==> config.mk <==
export PLATFORM = sky130hd
export DESIGN_NAME = serial_deserializer8
export DESIGN_NICKNAME = d
export VERILOG_FILES = /design/src/rtl/serial_deserializer8.sv
export SDC_FILE = /design/constraint.sdc
export NUM_CORES = 1
export LEC_CHECK = 0
export CAP_MARGIN = 40
export CORE_MARGIN = 5
export CORE_UTILIZATION = 50
export CTS_CLUSTER_DIAMETER = 60
export DETAILED_ROUTE_END_ITERATION = 10
export PLACE_DENSITY = 0.83
export SETUP_SLACK_MARGIN = 0.2
export SLEW_MARGIN = 20
export SYNTH_ARGS = -nofsm -noshare
export SYNTH_HDL_FRONTEND = slang
export SYNTH_SLANG_ARGS = --single-unit
==> constraint.sdc <==
create_clock -name clock -period 2.33 [get_ports clock]
set_clock_uncertainty 0.1 [all_clocks]
set_input_delay 0.5825 -clock clock [delete_from_list [all_inputs] [get_ports clock]]
set_output_delay 0.5825 -clock clock [all_outputs]
set_load 0.03 [all_outputs]
==> src/rtl/serial_deserializer8.sv <==
// serial_deserializer8: serial-to-parallel receiver with a one-word output
// holding register (valid/ready) and a sticky overrun flag for dropped words.
module serial_deserializer8 #(
  parameter int WIDTH = 8
) (
  input  logic                       clock,
  input  logic                       reset,
  input  logic                       enable,
  input  logic                       serial_in,
  input  logic                       serial_valid,
  input  logic                       dir,
  input  logic                       frame_start,
  input  logic                       out_ready,
  input  logic                       clear_err,
  output logic [WIDTH-1:0]           OUT,
  output logic                       out_valid,
  output logic                       overrun,
  output logic                       busy,
  output logic [$clog2(WIDTH+1)-1:0] bit_count
);

  localparam int CW = $clog2(WIDTH+1);

  localparam logic [0:0] IDLE = 1'b0;
  localparam logic [0:0] RECV = 1'b1;

  logic [0:0]       state_q, state_d;
  logic [CW-1:0]    cnt_q, cnt_d, cnt_inc;
  logic [WIDTH-1:0] shift_q, shift_d, base, word;
  logic             dir_q, dir_d, dsel;
  logic             accept, fs, first, complete;

  logic [WIDTH-1:0] out_q, out_d;
  logic             vld_q, vld_d;
  logic             ovr_q, ovr_d;
  logic             drop;

  // Receive side: bit capture, direction latch and word completion.
  always_comb begin
    accept   = enable & serial_valid;
    fs       = enable & frame_start;
    // A word starts either from IDLE or on a resync; the partial word is discarded.
    first    = fs | (state_q == IDLE);
    dsel     = first ? dir : dir_q;
    base     = first ? '0 : shift_q;
    word     = dsel ? {base[WIDTH-2:0], serial_in} : {serial_in, base[WIDTH-1:1]};
    cnt_inc  = first ? CW'(1) : cnt_q + CW'(1);
    cnt_d    = cnt_q;
    shift_d  = shift_q;
    dir_d    = dir_q;
    complete = 1'b0;
    if (accept) begin
      dir_d   = dsel;
      shift_d = word;
      if (cnt_inc == CW'(WIDTH)) begin
        complete = 1'b1;
        cnt_d    = '0;
      end else begin
        cnt_d = cnt_inc;
      end
    end else if (fs) begin
      cnt_d = '0;
    end
    state_d = (cnt_d == '0) ? IDLE : RECV;
  end

  // Output side: holding register, handshake and sticky overrun.
  always_comb begin
    drop  = complete & vld_q & ~out_ready;
    out_d = out_q;
    vld_d = vld_q;
    if (complete && !drop) begin
      out_d = word;
      vld_d = 1'b1;
    end else if (!complete && out_ready) begin
      vld_d = 1'b0;
    end
    // A drop on the same edge as clear_err keeps the flag set.
    ovr_d = drop ? 1'b1 : (clear_err ? 1'b0 : ovr_q);
  end

  // State registers with asynchronous active-low reset.
  always_ff @(posedge clock or negedge reset) begin
    if (!reset) begin
      state_q <= IDLE;
      cnt_q   <= '0;
      shift_q <= '0;
      dir_q   <= 1'b0;
      out_q   <= '0;
      vld_q   <= 1'b0;
      ovr_q   <= 1'b0;
    end else begin
      state_q <= state_d;
      cnt_q   <= cnt_d;
      shift_q <= shift_d;
      dir_q   <= dir_d;
      out_q   <= out_d;
      vld_q   <= vld_d;
      ovr_q   <= ovr_d;
    end
  end

  assign OUT       = out_q;
  assign out_valid = vld_q;
  assign overrun   = ovr_q;
  assign bit_count = cnt_q;
  assign busy      = (cnt_q != '0);

endmodule

# [Word level (Yosys, flattened, before mapping)]
# Index checks and enable logic that the tools add are counted.
[word_totals] reg_bits=24 input_bits=9 output_inout_bits=15 elab_cells=38
[op_classes] add_sub_neg=1 n_eq_ne=1 n_mux=14 bitwise=7 reduce_logical=8
[ops] op="$mux W4" n=4
[ops] op="$mux W8" n=2
[ops] op="$mux W1" n=8
[ops] op="$add A4 B1 Y4 const B" n=1
[ops] op="$and A1 B1 Y1" n=4
[ops] op="$eq A4 B4 Y1 const B" n=1
[ops] op="$logic_not A4 Y1" n=1
[ops] op="$reduce_bool A2 Y1" n=2
[ops] op="$reduce_bool A4 Y1" n=1
[ops] op="$logic_and A1 B1 Y1" n=2
[ops] op="$logic_not A1 Y1" n=2
[ops] op="$not A1 Y1" n=2
[ops] op="$or A1 B1 Y1" n=1

# [Longest topological paths before layout]
[depth] depth_word=11 ltp_mapped=6

# [Worst setup path before layout]
# No wires, ideal clock.
[synth_timing] path_kind="register to register" start="register cnt_q[0], in the netlist bit_count[0]" end="register out_q[0], in the netlist OUT[0]" setup_ns=0.125 arrival_time_ns=1.965 slack_ns=0.140 stages_incl_launch_ff=7 path_cell_list="dfrtp_1 > inv_1 > ha_1 > nor4b_4 > and4_1 > buf_6 > mux2_4"
[synth_between] elab_chain_len=9
[synth_lines] element="start: declaration" line_no="28" text="logic [CW-1:0] cnt_q, cnt_d, cnt_inc;"
[synth_lines] element="start signal: assignment" line_no="94" text="cnt_q <= cnt_d;"
[synth_lines] element="$add A4 B1 Y4 (*)" line_no="47" text="cnt_inc = first ? CW'(1) : cnt_q + CW'(1);"
[synth_lines] element="$mux W4 (*)" line_no="47"
[synth_lines] element="$eq A4 B4 Y1 (*)" line_no="55" text="if (cnt_inc == CW'(WIDTH)) begin"
[synth_lines] element="$mux W1 (*)" line_no="55"
[synth_lines] element="$mux W1 (*)" line_no="52" text="if (accept) begin"
[synth_lines] element="$and A1 B1 Y1 (2 in series)" line_no="69" text="drop = complete & vld_q & ~out_ready;"
[synth_lines] element="$logic_not A1 Y1" line_no="72" text="if (complete && !drop) begin"
[synth_lines] element="$logic_and A1 B1 Y1 (*)" line_no="72"
[synth_lines] element="end signal: assignment" line_no="97" text="out_q <= out_d;"
[synth_lines] element="end: declaration" line_no="33" text="logic [WIDTH-1:0] out_q, out_d;"
# Mark *: on every way between the ends. The rest lies on a longest branch, timed or not.
# A chain may end at the register's enable or synchronous reset.

# [Worst setup path in the final report]
[layout_timing] start="input serial_valid" end="register out_q[6], in the netlist OUT[6]"
[layout_between] elab_chain_len=6
[layout_lines] element="start: declaration" line_no="10" text="input logic serial_valid,"
[layout_lines] element="$and A1 B1 Y1 (*)" line_no="40" text="accept = enable & serial_valid;"
[layout_lines] element="$mux W1 (*)" line_no="52"
[layout_lines] element="$and A1 B1 Y1 (2 in series)" line_no="69"
[layout_lines] element="$logic_not A1 Y1" line_no="72"
[layout_lines] element="$logic_and A1 B1 Y1 (*)" line_no="72"
# Marks and branches as above.

==> results.txt <==
ANT nets after route: 0
Vias in the first global route: 1050
Leakage: 0.807 nW
Core footprint: 2430 sq um
Critical path's top delay family: simple AND/OR/NAND/NOR gates
Overall power: 0.00119 W
Fill cells: 176
Mapped Area: 1250 sq um
Cell variety after synth: 36
Dpl hpwl: 2120 microns
CTS Sinks: 24
Maxcap violations: 0
Max H-tree Level: 1
Clk Tree Root Cell: clkbuf_4
Vert. Die Dim: 60.0 microns
Worst hold path class: flip-flop to flip-flop
Die area: 3590 sq um
Register bit count reported by yosys: 24
Vias/cell: 5.61
Fin Hold WS: 0.433 ns
Layout cells sized above 1: 26.4%
Top cell type's share of synthesized area: 48.1%
Area leader, netlist: dfrtp_1
# rows: 18
CP required: 2.44 ns
Kind of end point of the critical path: flip-flop
CP Launch Type: input port
Ys Warns: 0
FMAX: 481 MHz
Ys flop type: dfrtp_1
Post-synthesis instance total: 111
Slew Viols, Final: 0
CTS buffer count: 3
IO Pins: 24
Syn nets: 122
Worst-skew pair later-pin latency: 0.32 ns
CTS max path bufs: 2
Slowest CP cell: clkdlybuf4s50_1
Fraction of registers with async set/reset: 100%
TritonCTS clock tree: yes
Setup CP Type: input port to flip-flop
Clock Pin Slew Worst Setup and Hold Paths: 0.12 ns
DRC: 0
Pwr/cell area: 704 nW/um^2
Initial DRT Pass Iterations: 4
Max VDD drop: 0.516 mV
Mean Syn Cell Area: 11.2 sq um
Final WL: 2820 microns
Antenna violations before repair: 0
Cell Chain, Critical Path: clkdlybuf4s50_1, and4b_1, nor4b_4, and4_4, buf_12, mux2_4
First-pass GRT wire length: 4820 microns
WL/cell: 15.8 microns
Grt ovf: 0
Diode count: 0
EDFF count, synth: 0
Tot GR Track Use: 17.9%
Worst-Margin Slew: 0.434 ns
Largest stage delay, worst path: 0.48 ns
Seq/Total Area, Yosys: 48.1%
Synth area leaders: dfrtp_1 48%, mux2_4 8.4%, mux2i_1 6.4%, o31ai_1 4.2%, nand2_1 3.6%
Arr. time, crit path: 2.19 ns
Finish-stage setup viols: 0
GP Congestion: 0.848
Pin count of the biggest net entering global routing: 25
RSZ-0062 raised after global routing: false
Post-CTS Setup Bufs: 0
Nets: 160
Met3 routed WL: 153 microns
Vias: 999
Initial Util: 51.3%
Die W: 60.0 microns
Initial drt markers: 28
Crit share post-route: 89.3%
WL met1: 1170 microns
Top Layer Used: met4
Status: completed
Fin crit period: 2.08 ns
Final hold violations: 0
Crit path max fanout: 8
Layout overhead on the synthesized area: 34.9%
Crit path buf inv count: 2
Routed wl met2: 1450 microns
Max transition margin: 71.1%
IO Port Bufs: 23
logic make-up (layout without fill, tap and decap cells):
kind of cell	count (synthesis)	in the layout	share of synthesized area [%]
multiplexers	17	17	16.7
buffers and inverters	12	49	4.31
XOR/XNOR	2	2	1.40
AO/OA/AOI/OAI	21	21	12.6
adder cells (fa/ha/maj)	2	2	2.01
flip-flops	24	24	48.1
AND/OR/NAND/NOR	33	33	14.8
flip-flops by register name, summed over array words and instances, names as in the netlist:
signal and count:
OUT 8, bit_count 4, dir_q 1, out_valid 1
overrun 1, shift_q 8, state_q 1
cells in the mapped netlist, types with 2 or more instances:
| cell | instances |
|---|---|
| a21oi_1 | 2 |
| a221oi_1 | 2 |
| clkbuf_1 | 3 |
| dfrtp_1 | 24 |
| ha_1 | 2 |
| inv_1 | 7 |
| mux2_2 | 2 |
| mux2_4 | 7 |
| mux2i_1 | 8 |
| nand2_1 | 12 |
| nand2b_1 | 2 |
| nand3_1 | 2 |
| nor2_1 | 8 |
| o21ai_1 | 2 |
| o31ai_1 | 7 |
timing repair:
action                                  in CTS  in global routing
endpoints found under the setup margin      10                  7
hold buffers                                 0                  0
pin swaps                                    1                  0
gates resized for setup                      4                  8
per-stage QoR:
stage | area (sq um) | util, % | worst slack, ns | cells | TNS (ns)
floorplan | 1250 | - | 0.242 | 111 | 0
global placement | 1620 | 66.4 | -0.113 | 174 | -0.668
detailed placement | 1620 | 66.4 | -0.173 | 174 | -1.30
CTS | 1660 | 68.4 | 0.195 | 178 | 0
global route | 1680 | 69.2 | 0.206 | 178 | 0
finish | 1680 | 69.2 | 0.249 | 178 | 0
area by class of cell:
class | count | area [sq um] | area share, %
clock buffer | 3 | 22.5 | 1.34
clock inverter | 1 | 30.0 | 1.78
inverter | 7 | 26.3 | 1.56
multi-input combinational | 75 | 612 | 36.4
sequential | 24 | 603 | 35.8
tap | 30 | 37.5 | 2.23
timing repair buffer | 38 | 352 | 20.9
where the power goes:
group / leakage, nW / switching (W) / internal [W] / total (W)
registers: 0.315 / 0.0000643 / 0.000467 / 0.000531
clock network: 0.0279 / 0.000122 / 0.000174 / 0.000296
logic: 0.464 / 0.000188 / 0.000170 / 0.000358
placed cells by master (no fill, tap or decap), types with 2 or more instances in the layout:
master            n
nand2b_1          2
inv_1             7
clkbuf_4          3
nor2_1            8
dfrtp_2           2
buf_4            14
nand2_1          12
nand3_1           2
mux2_4            7
mux2_2            2
dfrtp_1          22
o21ai_1           2
dlymetal6s2s_1    2
o31ai_1           7
mux2i_1           8
a21oi_1           2
a221oi_1          2
clkdlybuf4s50_1  17
dlygate4sd2_1     3
worst reg2reg max path, delay by kind of cell (launching register included):
family        cells  cell delay (ns)
xor+xnor          1             0.19
fa+ha+maj         1             0.22
buf+inv           1             0.13
flops             1             0.46
mux               1             0.31
simple gates      2             0.50
metal layers:
layer	up-vias	global-route usage (%)
met1	494	22.0
met5	-	0
met2	27	31.2
met3	4	4.97
met4	0	3.80
li1	474	-
worst paths after layout:
check / slack (ns) / end / cells after the start / start
hold / removal: 0.43 / shift_q[0]$_DFFE_PN0P_ / 1 / shift_q[0]$_DFFE_PN0P_
setup / recovery: 0.25 / OUT[6]$_DFFE_PN0P_ / 6 / serial_valid
min in group asynchronous: 0.49 / out_valid$_DFFE_PN0P_ / 2 / reset
max in group asynchronous: 1.38 / bit_count[1]$_DFF_PN0_ / 2 / reset
hold reg to reg: 0.43 / shift_q[0]$_DFFE_PN0P_ / 1 / shift_q[0]$_DFFE_PN0P_
setup reg to reg: 0.30 / OUT[6]$_DFFE_PN0P_ / 6 / bit_count[0]$_DFF_PN0_
(Power assumes the default switching activity.)
